File: src/rtl/lfsr_arb_pkg.sv
// lfsr_arb_pkg: shared state encoding and constants for lfsr_rand_arbiter
package lfsr_arb_pkg;
  typedef enum logic [1:0] {IDLE = 2'd0, FILL = 2'd1, PRESENT = 2'd2} state_t;
  localparam int STUCK_RUN_MAX = 6;
  localparam int DEF_NUM_REQ = 4;
  localparam int DEF_WIDTH = 8;
endpackage

File: src/rtl/lfsr_rand_arbiter_if.sv
// lfsr_rand_arbiter_if: request/ack and random-word delivery bundle
interface lfsr_rand_arbiter_if
  import lfsr_arb_pkg::*;
#(
  parameter int NUM_REQ = DEF_NUM_REQ,
  parameter int WIDTH = DEF_WIDTH
);
  logic [NUM_REQ-1:0] req;
  logic [NUM_REQ-1:0] ack;
  logic [NUM_REQ-1:0] grant;
  logic [WIDTH-1:0] rand_data;
  logic rand_valid;
  logic busy;
  logic lfsr_err;
  modport master(output req, ack, input grant, rand_data, rand_valid, busy, lfsr_err);
  modport slave(input req, ack, output grant, rand_data, rand_valid, busy, lfsr_err);
endinterface

File: src/rtl/rr_arbiter.sv
// rr_arbiter: combinational round-robin pick starting at rr_ptr
module rr_arbiter #(
  parameter int NUM_REQ = 4,
  localparam int PW = $clog2(NUM_REQ)
) (
  input  logic [NUM_REQ-1:0] req,
  input  logic [PW-1:0]      rr_ptr,
  output logic [NUM_REQ-1:0] pick,
  output logic [PW-1:0]      idx,
  output logic               valid
);
  logic [PW-1:0] c;
  // scan downward so the candidate closest to rr_ptr is written last and wins
  always_comb begin
    pick = '0;
    idx = '0;
    valid = 1'b0;
    c = '0;
    for (int k = NUM_REQ - 1; k >= 0; k--) begin
      c = PW'((int'(rr_ptr) + k) % NUM_REQ);
      if (req[c]) begin
        pick = '0;
        pick[c] = 1'b1;
        idx = c;
        valid = 1'b1;
      end
    end
  end
endmodule

File: src/rtl/lfsr_rand_arbiter.sv
// lfsr_rand_arbiter: round-robin sharing of one LFSR bit stream as WIDTH-bit words; LFSR_ARB_STUCK_DET_EN adds stuck-stream detection
module lfsr_rand_arbiter
  import lfsr_arb_pkg::*;
#(
  parameter int NUM_REQ = DEF_NUM_REQ,
  parameter int WIDTH = DEF_WIDTH
) (
  input logic clock,
  input logic reset,
  input logic rnd_in,
  lfsr_rand_arbiter_if.slave bus
);
  localparam int PW = $clog2(NUM_REQ);
  localparam int CW = $clog2(WIDTH) + 1;
  state_t state;
  logic [NUM_REQ-1:0] grant, pick;
  logic [PW-1:0] rr_ptr, gidx, pick_idx, nxt_ptr;
  logic [CW-1:0] cnt;
  logic [WIDTH-1:0] rand_data;
  logic rand_valid, pick_valid, lfsr_err;
  rr_arbiter #(.NUM_REQ(NUM_REQ)) u_rr (
    .req(bus.req),
    .rr_ptr(rr_ptr),
    .pick(pick),
    .idx(pick_idx),
    .valid(pick_valid)
  );
  assign nxt_ptr = (gidx == PW'(NUM_REQ - 1)) ? '0 : gidx + 1'b1;
  assign bus.grant = grant;
  assign bus.rand_data = rand_data;
  assign bus.rand_valid = rand_valid;
  assign bus.busy = state != IDLE;
  assign bus.lfsr_err = lfsr_err;
`ifdef LFSR_ARB_STUCK_DET_EN
  logic prev;
  logic [2:0] run, run_nxt;
  assign run_nxt = (run != '0 && rnd_in == prev) ? ((run == 3'(STUCK_RUN_MAX)) ? run : run + 1'b1) : 3'd1;
  // count consecutive identical stream bits; a long run latches the error until reset
  always_ff @(posedge clock or negedge reset)
    if (!reset) begin
      prev <= 1'b0;
      run <= '0;
      lfsr_err <= 1'b0;
    end else begin
      prev <= rnd_in;
      run <= run_nxt;
      if (run_nxt == 3'(STUCK_RUN_MAX)) lfsr_err <= 1'b1;
    end
`else
  assign lfsr_err = 1'b0;
`endif
  // grant in IDLE, shift MSB-first in FILL, hold in PRESENT until ack or abandon
  always_ff @(posedge clock or negedge reset)
    if (!reset) begin
      state <= IDLE;
      grant <= '0;
      gidx <= '0;
      rand_data <= '0;
      rand_valid <= 1'b0;
      rr_ptr <= '0;
      cnt <= '0;
    end else case (state)
      IDLE: if (pick_valid && !lfsr_err) begin
        grant <= pick;
        gidx <= pick_idx;
        rand_data <= '0;
        cnt <= '0;
        state <= FILL;
      end
      FILL: if (!bus.req[gidx]) begin
        state <= IDLE;
        grant <= '0;
        rr_ptr <= nxt_ptr;
      end else begin
        rand_data <= {rand_data[WIDTH-2:0], rnd_in};
        cnt <= cnt + 1'b1;
        if (cnt == CW'(WIDTH - 1)) begin
          rand_valid <= 1'b1;
          state <= PRESENT;
        end
      end
      PRESENT: if (bus.ack[gidx] || !bus.req[gidx]) begin
        state <= IDLE;
        grant <= '0;
        rand_valid <= 1'b0;
        rr_ptr <= nxt_ptr;
      end
      default: state <= IDLE;
    endcase
endmodule

File: src/flat_wrapper.sv
// flat-port wrapper written by rule: the top's interface ports become plain ports
module lfsr_rand_arbiter_flat import lfsr_arb_pkg::*;
#(
  parameter int NUM_REQ = DEF_NUM_REQ,
  parameter int WIDTH = DEF_WIDTH
)
  (clock, reset, rnd_in, bus_req, bus_ack, bus_grant, bus_rand_data, bus_rand_valid, bus_busy, bus_lfsr_err);
  lfsr_rand_arbiter_if #(.NUM_REQ(NUM_REQ), .WIDTH(WIDTH)) bus_i ();
  input logic clock;
  input logic reset;
  input logic rnd_in;
  input wire logic [$bits(bus_i.req)-1:0] bus_req;
  input wire logic [$bits(bus_i.ack)-1:0] bus_ack;
  output wire logic [$bits(bus_i.grant)-1:0] bus_grant;
  output wire logic [$bits(bus_i.rand_data)-1:0] bus_rand_data;
  output wire logic [$bits(bus_i.rand_valid)-1:0] bus_rand_valid;
  output wire logic [$bits(bus_i.busy)-1:0] bus_busy;
  output wire logic [$bits(bus_i.lfsr_err)-1:0] bus_lfsr_err;
  assign bus_i.req = bus_req;
  assign bus_i.ack = bus_ack;
  assign bus_grant = bus_i.grant;
  assign bus_rand_data = bus_i.rand_data;
  assign bus_rand_valid = bus_i.rand_valid;
  assign bus_busy = bus_i.busy;
  assign bus_lfsr_err = bus_i.lfsr_err;
  lfsr_rand_arbiter #(.NUM_REQ(NUM_REQ), .WIDTH(WIDTH)) u_core (.clock(clock), .reset(reset), .rnd_in(rnd_in), .bus(bus_i));
endmodule
File: config.mk
export PLATFORM = sky130hd
export DESIGN_NAME = lfsr_rand_arbiter_flat
export DESIGN_NICKNAME = d
export VERILOG_FILES = /design/src/rtl/lfsr_arb_pkg.sv /design/src/rtl/lfsr_rand_arbiter_if.sv /design/src/rtl/rr_arbiter.sv /design/src/rtl/lfsr_rand_arbiter.sv /design/src/flat_wrapper.sv
export SDC_FILE = /design/constraint.sdc
export NUM_CORES = 1
export LEC_CHECK = 0
export CORE_MARGIN = 3
export CORE_UTILIZATION = 50
export CTS_CLUSTER_SIZE = 10
export DETAILED_ROUTE_END_ITERATION = 16
export PLACE_DENSITY = 0.79
export REMOVE_ABC_BUFFERS = 1
export SLEW_MARGIN = 30
export SYNTH_ARGS = -nofsm -noshare
export SYNTH_HDL_FRONTEND = slang
export SYNTH_SLANG_ARGS = --single-unit
export TNS_END_PERCENT = 50
File: constraint.sdc
create_clock -name clock -period 7.85 [get_ports clock]
set_clock_uncertainty 0.2 [all_clocks]
set_input_delay 1.9625 -clock clock [delete_from_list [all_inputs] [get_ports clock]]
set_output_delay 1.9625 -clock clock [all_outputs]
set_load 0.01 [all_outputs]
==> reports/qor.yml, run 1 <==
run_status:
  status: "completed"
pwr:
  p_clk_share_pct: 8.0
  power_density_nw_per_um2: 366
  p_sw_share_pct: 45.1
  internal_power_mw: 0.381
  p_comb_share_pct: 61.9
  ir_drop_v: 0.000197
  p_leak_nw: 0.851
  p_sw_mw: 0.313
  seqPwrFrac_pct: 30.2
layout:
  antenna_cells: 0
  fin_nets: 209
  drive_gt1_share_pct: 9.29
  area_growth_pct: 18.4
  fillCellCount: 251
worst_setup_path:
  cp-end-kind: "flop"
  path_delay_family: "simple AND/OR/NAND/NOR gates"
  worstSetupPathType: "in -> reg"
  critPathMaxFanout: 9
  cp_num_buf_inv: 1
  path_cells: "clkdlybuf4s50_1 > nor4_1 > a221o_1 > nor2_4 > a32o_2"
  worstPathArrival_ns: 3.89
  cp-start-kind: "primary input"
  crit_required_ns: 7.87
  cp_slowest_cell: "nor4_1"
  max_stage_delay_ns: 0.64
logic_synthesis:
  netlist_instances: 158
  synth_ff_type: "dfrtp_1"
  avgSynthCellArea_sq_um: 10.1
  synthArstFlopShare_pct: 100
  yosysUniqueCellTypes: 40
  ys.warnings.count: 0
  synth_seq_area_share_pct: 35.9
  synth-edff-count: 0
  synth_area_sq_um: 1600
  synth.ff_latch_count: 23
timing:
  report.final.setup_viol: 0
  final-hold-violation-count: 0
  fin_setup_tns_ns: 0
  fmax_mhz: 258
  drv_slew: 0
  period_needed_ns: 3.87
  rsz0062_at_grt: "no"
  worstMarginPinSlew_ns: 0.644
  finalCritPeriodShare_pct: 49.3
  hold_ws_ns: 0.309
  slew_headroom_pct: 55.9
placed_design:
  port_buffers: 24
  dp_hpwl_um: 2480
  routabilityCongestion: 0.869
global_routing:
  grt_max_degree: 24
  grt_util_all_layers_pct: 17.3
  grt_pass1_vias: 1222
  busiest_layer: "met2"
  gr-usage-met3_pct: 4.32
  grt_pass1_wl_um: 5590
  grt_use_met2_pct: 27.2
  use_met1_pct: 24.2
  overflow: 0
  antenna_found_initial: 0
clocking:
  hold_buffers: 0
  path_clk_slew_ns: 0.13
  cts_made_buffers: 3
  cts_setup_buffers: 0
  h-tree-depth: 1
  ctsResizeCount: 0
  clock_latency_ns: 0.31
  ctsRootBufferMaster: "clkbuf_4"
  clock_path_buffers: 2
  cts_tree: "done"
  clock_sinks: 23
routing:
  ant_nets: 0
  viasPerCell: 5.78
  drt_wl_total_um: 3270
  dr_total_vias: 1300
  post-route-drc-count: 0
  wire_per_inst_um: 14.5
  dr.pass1.iters: 4
  drtIter0Drc: 52
floorplanning:
  die_y_um: 62.6
  design.core.area_sq_um: 2900
  initial_core_util_pct: 55.2
  die_width_um: 62.6
  ios: 26
  dieArea_sq_um: 3920
  row_count: 19
min_path:
  hold_path.class: "reg -> reg"
flow_run:
  maxCapViolations: 0
worst reg2reg max path, stage by stage (launching register included):
cell,delay (ns)
dfrtp_1,0.68
inv_2,0.21
ha_1,0.47
mux2_2,0.42
mux2i_2,0.32
nand3b_1,0.22
o211ai_1,0.27
a32o_1,0.20
metrics by stage:
step	util (%)	total power [mW]	area [sq um]	instances	setup slack, ns
after global placement	64.6	0.622	1870	221	3.74
after global routing	65.4	0.758	1900	225	3.89
after floorplan	-	0.513	1580	155	4.42
after detailed placement	64.5	0.638	1870	221	3.68
final	65.4	0.694	1900	225	3.98
after CTS	65.4	0.696	1900	225	3.97
power by group through the flow:
stage	combinational, mW	clock, mW	sequential, mW
global placement	0.413	0	0.209
floorplan	0.303	0	0.210
finish	0.430	0.0552	0.209
detailed placement	0.427	0	0.212
global route	0.474	0.0656	0.219
CTS	0.428	0.0582	0.209
sequential cells by signal, indices dropped and copies added, names as in the netlist:
register / flops
u_core.state: 2
u_core.bus.rand_data: 8
u_core.bus.rand_valid: 1
u_core.rr_ptr: 2
u_core.gidx: 2
u_core.cnt: 4
u_core.bus.grant: 4
layer usage:
| layer | routed length, um | up-vias | part of all wire (%) |
|---|---|---|---|
| li1 | - | 639 | - |
| met1 | 1550 | 624 | 47 |
| met2 | 1560 | 33 | 48 |
| met3 | 136 | 4 | 4.2 |
| met4 | 24 | 0 | 0.73 |
| met5 | 0 | - | 0 |
cell type report:
cell class	instances	area (sq um)	area share, %
clock inverters	1	5.00	0.264
multi-input cells	122	968	51.1
clock buffers	3	22.5	1.19
inverters	10	37.5	1.98
well taps	42	52.6	2.77
repair buffers	24	235	12.4
flip-flops and latches	23	576	30.3
logic make-up after synthesis:
logic type | synth area share (%)
AOI/OAI and AO/OA | 22.1
xor gates and xnor gates | 1.09
adders and majority gates | 10.9
buffers and inverters | 3.59
DFF | 35.9
muxes | 13.0
other | 0.234
and+or+nand+nor | 13.1
Yosys cell counts (2+ instances only):
master    instances  share of area (%)
dfrtp_1          23                 36
ha_1             14                 11
nand2_1          11                2.6
a22o_1            9                4.9
inv_1             9                2.1
o211ai_1          8                3.8
mux2i_1           7                4.4
nor2_1            7                1.6
a21oi_1           6                1.9
and3_1            5                2.0
mux2_2            5                3.5
o21ai_0           5                1.6
a211oi_1          4                1.9
nand2b_1          4                1.6
a32o_1            3                1.9
nor2b_1           3                1.2
a221o_1           2                1.3
a22oi_1           2               0.94
and2_1            2               0.78
buf_4             2               0.94
mux2_1            2                1.4
mux4_2            2                2.8
nand3_1           2               0.63
o21a_1            2               0.94
o21ai_1           2               0.63
o22ai_1           2               0.78
xor2_1            2                1.1
cells in the final DEF, fill, tap and decap left out, types with 2 or more instances in the layout:
cell type        count
a211oi_1             4
a21oi_1              6
a221o_1              2
a22o_1               9
a22oi_1              2
a32o_1               3
and2_1               2
and3_1               5
clkbuf_4             3
clkdlybuf4s50_1     23
dfrtp_1             23
ha_1                14
inv_1                9
mux2_1               2
mux2_2               5
mux2i_1              7
mux4_2               2
nand2_1             11
nand2b_1             4
nand3_1              2
nor2_1               7
nor2b_1              3
o211ai_1             8
o21a_1               2
o21ai_0              5
o21ai_1              2
o22ai_1              2
xor2_1               2
worst paths after layout:
kind / startpoint / cells past startpoint / slack [ns] / to
setup / recovery: bus_req[1] / 5 / 3.98 / u_core.bus.grant[3]
hold / removal: u_core.bus.grant[3] / 1 / 0.31 / u_core.bus.grant[3]
setup reg to reg: u_core.rr_ptr[0] / 7 / 4.84 / u_core.bus.grant[2]
hold reg to reg: u_core.bus.grant[3] / 1 / 0.31 / u_core.bus.grant[3]
max in group asynchronous: reset / 1 / 5.71 / u_core.cnt[3]
min in group asynchronous: reset / 1 / 1.39 / u_core.bus.grant[1]
No activity file was read; power rests on OpenSTA's default activity.
==> inputs of run 2 (changes only) <==
==> constraint.sdc (replaced) <==
create_clock -name clock -period 3.85 [get_ports clock]
set_clock_uncertainty 0.2 [all_clocks]
set_input_delay 0.9625 -clock clock [delete_from_list [all_inputs] [get_ports clock]]
set_output_delay 0.9625 -clock clock [all_outputs]
set_load 0.01 [all_outputs]
==> reports/qor.yml, run 2 (same netlist as run 1, synthesis figures left out) <==
global_routing:
  antenna_found_initial: 0  # unchanged
  overflow: 0  # unchanged
  grt_util_all_layers_pct: 17.1  # was 17.3%
  grt_max_degree: 24  # unchanged
  grt_pass1_vias: 1233  # was 1222
  grt_pass1_wl_um: 5510  # was 5590 um
worst_setup_path:
  cp-start-kind: "flop"  # was primary input
  crit_required_ns: 3.91  # was 7.87 ns
  reg2reg_from: "u_core.rr_ptr[0]"  # unchanged
  worstSetupPathType: "reg -> reg"  # was in -> reg
  cp-end-kind: "flop"  # unchanged
  critPathMaxFanout: 15  # was 9
  worstPathArrival_ns: 3.08  # was 3.89 ns
  startpoint: "u_core.rr_ptr[0]"  # was bus_req[1]
clocking:
  hold_buffers: 0  # unchanged
  cts_setup_buffers: 0  # unchanged
  ctsResizeCount: 0  # unchanged
  clock_path_buffers: 2  # unchanged
  cts_tree: "done"  # unchanged
  clock_sinks: 23  # unchanged
  ctsRootBufferMaster: "clkbuf_4"  # unchanged
  h-tree-depth: 1  # unchanged
  clock_latency_ns: 0.31  # about the same
  cts_made_buffers: 3  # unchanged
  path_clk_slew_ns: 0.13  # about the same
layout:
  seqCellArea_sq_um: 576  # unchanged
  multi_input_area_sq_um: 968  # unchanged
  fin_area_sq_um: 1900  # unchanged
  antenna_cells: 0  # unchanged
  fin_nets: 209  # unchanged
  largest_reg_flops: 8  # unchanged
  reg.largest.list: "u_core.bus.rand_data x8, u_core.bus.grant x4, u_core.cnt x4"  # unchanged
  fillCellCount: 248  # was 251
  final_cell_mix: "23 x clkdlybuf4s50_1, 23 x dfrtp_1, 14 x ha_1, 11 x nand2_1"  # unchanged
  top_register: "u_core.bus.rand_data"  # unchanged
  area_growth_pct: 18.4  # unchanged
  drive_gt1_share_pct: 9.29  # unchanged
timing:
  drv_slew: 0  # unchanged
  period_needed_ns: 3.02
  finalCritPeriodShare_pct: 78.4
  rsz0062_at_grt: "no"  # unchanged
  final-hold-violation-count: 0  # unchanged
  fmax_mhz: 331
  fin_setup_tns_ns: 0  # unchanged
  report.final.setup_viol: 0  # unchanged
  slew_headroom_pct: 53.8  # was 55.9%
  worstMarginPinSlew_ns: 0.686  # was 0.644 ns
run_status:
  status: "completed"  # unchanged
routing:
  dr.pass1.iters: 4  # unchanged
  wire_per_inst_um: 14.5  # about the same
  ant_nets: 0  # unchanged
  viasPerCell: 5.73  # was 5.78
  dr_total_vias: 1290  # was 1300
  post-route-drc-count: 0  # unchanged
  drt_wl_total_um: 3260  # was 3270 um
  drtIter0Drc: 74  # was 52
pwr:
  ir_drop_v: 0.000534  # was 0.000197 V
  power_density_nw_per_um2: 744  # was 366 nW/um^2
  p_leak_nw: 0.851  # unchanged
placed_design:
  dp_hpwl_um: 2510  # was 2480 um
  place_area_sq_um: 1870  # unchanged
  port_buffers: 24  # unchanged
  routabilityCongestion: 0.869  # about the same
floorplanning:
  ios: 26  # unchanged
  dieArea_sq_um: 3920  # unchanged
  row_count: 19  # unchanged
  die_width_um: 62.6  # unchanged
  design.core.area_sq_um: 2900  # unchanged
  die_y_um: 62.6  # unchanged
  initial_core_util_pct: 55.2  # unchanged
min_path:
  hp-start: "u_core.bus.grant[3]"  # unchanged
  hold_path.class: "reg -> reg"  # unchanged
flow_run:
  maxCapViolations: 0  # unchanged
[run 2: cell counts in the layout (fill, tap and decap cells not counted)]
No cell type changed its count.
[run 2: cell type report]
type / instances / area share [%]
clock inverter: 1 / 0.264
timing repair buffer: 24 / 12.4
inverter: 10 / 1.98
clock buffer: 3 / 1.19
multi-input combinational: 122 / 51.1
sequential: 23 / 30.3
tap: 42 / 2.77
[run 2: worst max-delay path, stage by stage (launching register included)]
cell and delay [ns]:
dfrtp_1 0.68, inv_2 0.21, ha_1 0.46, mux2_2 0.41
mux2i_2 0.32, nand3b_1 0.22, o211ai_1 0.26, a32o_2 0.20
[run 2: stage by stage]
stage	power, mW	utilization (%)	worst slack (ns)	hold WS [ns]	std cells
finish	1.41	65.4	0.833	0.314	225
global route	1.54	65.4	0.668	0.337	225
CTS	1.42	65.4	0.868	0.320	225
detailed placement	1.30	64.5	0.657	0.291	221
global placement	1.27	64.6	0.738	0.282	221
floorplan	1.05	-	1.28	0.265	155
[run 2: final timing paths]
path                            slack [ns]                      end  depth (start not counted)
min in group asynchronous             0.40      u_core.bus.grant[1]                          1
worst max register to register        0.83      u_core.bus.grant[3]                          7
max in group asynchronous             2.71  u_core.bus.rand_data[2]                          1
worst max-delay path                  0.83      u_core.bus.grant[3]                          7
worst min register to register        0.31      u_core.bus.grant[3]                          1
worst min-delay path                  0.31      u_core.bus.grant[3]                          1
[run 2: report_power, final]
part | total (mW) | switching (mW) | leakage, nW | internal, mW
clock network | 0.113 | 0.0740 | 0.0177 | 0.0388
registers | 0.427 | 0.105 | 0.298 | 0.322
logic | 0.872 | 0.455 | 0.536 | 0.416
[run 2: layer usage]
metal / wire length [um] / global-route usage [%]
met1: 1540 / 23.2
met4: 40 / 4.96
met2: 1540 / 27.2
met3: 139 / 3.78
met5: 0 / 0
==> inputs of run 3 (changes only) <==
--- a/config.mk
+++ b/config.mk
@@ -6,10 +6,10 @@
 export NUM_CORES = 1
 export LEC_CHECK = 0
 export CORE_MARGIN = 3
-export CORE_UTILIZATION = 50
+export CORE_UTILIZATION = 48
 export CTS_CLUSTER_SIZE = 10
 export DETAILED_ROUTE_END_ITERATION = 16
-export PLACE_DENSITY = 0.79
+export PLACE_DENSITY = 0.8
 export REMOVE_ABC_BUFFERS = 1
 export SLEW_MARGIN = 30
 export SYNTH_ARGS = -nofsm -noshare
==> constraint.sdc (replaced) <==
create_clock -name clock -period 2.65 [get_ports clock]
set_clock_uncertainty 0.2 [all_clocks]
set_input_delay 0.6625 -clock clock [delete_from_list [all_inputs] [get_ports clock]]
set_output_delay 0.6625 -clock clock [all_outputs]
set_load 0.01 [all_outputs]
==> reports/qor.yml, run 3 (same netlist as run 1, synthesis figures left out) <==
layout:
  seqCellArea_sq_um: 576  # unchanged
  reg.largest.list: "u_core.bus.rand_data x8, u_core.bus.grant x4, u_core.cnt x4"  # unchanged
  fin_nets: 226  # was 209
  final_common_cell: "clkdlybuf4s50_1"
  area_growth_pct: 27.0  # was 18.4%
  fin_area_sq_um: 2030  # was 1900 sq um
  top_register: "u_core.bus.rand_data"  # unchanged
  final_cell_mix: "24 x clkdlybuf4s50_1, 23 x dfrtp_1, 17 x buf_4, 13 x ha_1, 11 x nand2_1"  # was 23 x clkdlybuf4s50_1, 23 x dfrtp_1, 14 x ha_1, 11 x nand2_1
  fillCellCount: 268  # was 248
  multi_input_area_sq_um: 971  # was 968 sq um
  drive_gt1_share_pct: 17.0  # was 9.29%
  largest_reg_flops: 8  # unchanged
  finalNonFillerCells: 244  # was 225
  antenna_cells: 0  # unchanged
routing:
  drt_wl_total_um: 3720  # was 3260 um
  drtIter0Drc: 54  # was 74
  ant_nets: 0  # unchanged
  post-route-drc-count: 0  # unchanged
  viasPerCell: 5.67  # was 5.73
  dr_total_vias: 1383  # was 1290
  wire_per_inst_um: 15.3  # was 14.5 um
  dr.pass1.iters: 4  # unchanged
floorplanning:
  die_y_um: 63.8  # was 62.6 um
  initial_core_util_pct: 51.2  # was 55.2%
  ios: 26  # unchanged
  dieArea_sq_um: 4070  # was 3920 sq um
  row_count: 20  # was 19
  die_width_um: 63.8  # was 62.6 um
  design.core.area_sq_um: 3130  # was 2900 sq um
worst_setup_path:
  worstPathArrival_ns: 1.64  # was 3.08 ns
  crit_required_ns: 1.79  # was 3.91 ns
  critPathMaxFanout: 7  # was 15
  cp-start-kind: "flop"  # unchanged
  cp-end-kind: "primary output"  # was flop
  worstSetupPathType: "reg -> out"  # was reg -> reg
clocking:
  ctsRootBufferMaster: "clkbuf_4"  # unchanged
  cts_tree: "done"  # unchanged
  clock_path_buffers: 2  # unchanged
  clock_latency_ns: 0.32  # was 0.31 ns
  clock_sinks: 23  # unchanged
  path_clk_slew_ns: 0.14  # was 0.13 ns
  h-tree-depth: 1  # unchanged
  cts_setup_buffers: 0  # unchanged
  cts_made_buffers: 3  # unchanged
placed_design:
  dp_hpwl_um: 2860  # was 2510 um
  port_buffers: 24  # unchanged
  routabilityCongestion: 0.814  # was 0.869
  place_area_sq_um: 2000  # was 1870 sq um
  dp.cells: 240  # was 221
timing:
  hold_ws_ns: 0.312  # was 0.314 ns
  fmax_mhz: 399
  drv_slew: 0  # unchanged
  worstMarginPinSlew_ns: 0.465  # was 0.686 ns
  final-hold-violation-count: 0  # unchanged
  slew_headroom_pct: 68.1  # was 53.8%
  finalCritPeriodShare_pct: 94.5
  rsz0062_at_grt: "no"  # unchanged
  period_needed_ns: 2.50
  report.final.setup_viol: 0  # unchanged
pwr:
  p_leak_nw: 0.933  # was 0.851 nW
  power_density_nw_per_um2: 1100  # was 744 nW/um^2
  ir_drop_v: 0.000577  # was 0.000534 V
global_routing:
  grt_pass1_vias: 1372  # was 1233
  overflow: 0  # unchanged
  grt_pass1_wl_um: 6410  # was 5510 um
  grt_max_degree: 24  # unchanged
  antenna_found_initial: 0  # unchanged
  grt_util_all_layers_pct: 19.7  # was 17.1%
min_path:
  hold_path.class: "reg -> reg"  # unchanged
flow_run:
  maxCapViolations: 0  # unchanged
run_status:
  status: "completed"  # unchanged
[run 3: timing repair]
item / 4_1_cts / 5_1_grt
hold buffers: 0 / 0
gates resized for setup: 0 / 1
setup endpoints to repair: 0 / 1
[run 3: per-stage QoR]
| step | setup TNS [ns] | util (%) | setup WS, ns | power, mW |
|---|---|---|---|---|
| finish | 0 | 65.0 | 0.146 | 2.24 |
| global route | 0 | 65.0 | 0.0494 | 2.42 |
| detailed placement | -0.374 | 64.1 | -0.0964 | 2.06 |
| global placement | -0.0407 | 64.1 | -0.0134 | 1.98 |
| floorplan | 0 | - | 0.0761 | 1.52 |
| CTS | 0 | 65.0 | 0.0678 | 2.23 |
[run 3: final timing paths]
kind,depth (start not counted),slack (ns),start,endpoint
setup / recovery,4,0.15,u_core.state[1],bus_busy
hold / removal,1,0.31,u_core.cnt[0],u_core.cnt[0]
setup reg to reg,7,0.19,u_core.rr_ptr[1],u_core.bus.grant[0]
hold reg to reg,1,0.31,u_core.cnt[0],u_core.cnt[0]
max in group asynchronous,2,1.54,reset,u_core.cnt[0]
min in group asynchronous,2,0.48,reset,u_core.bus.grant[1]
[run 3: layout make-up]
class	instances	share of cell area [%]
tap	44	2.71
timing repair buffer	41	18.1
multi-input combinational	122	47.7
clock buffer	3	1.11
sequential	23	28.3
clock inverter	1	0.246
inverter	10	1.85
[run 3: layer usage]
layer	vias up	global-route usage, %	routed length, um
met5	-	0	0
met4	0	3.23	14
met3	2	3.87	101
li1	675	-	-
met1	684	25.8	1730
met2	22	34.2	1880
[run 3: critical path, cell delays in order, from the launching register on]
cell	delay (ns)
dfrtp_1	0.44
inv_1	0.10
ha_2	0.26
inv_1	0.06
clkdlybuf4s50_1	0.47
[run 3: power breakdown]
part / leakage [nW] / internal [mW] / switching, mW
logic: 0.617 / 0.732 / 0.771
clock network: 0.0177 / 0.0565 / 0.111
registers: 0.298 / 0.469 / 0.104
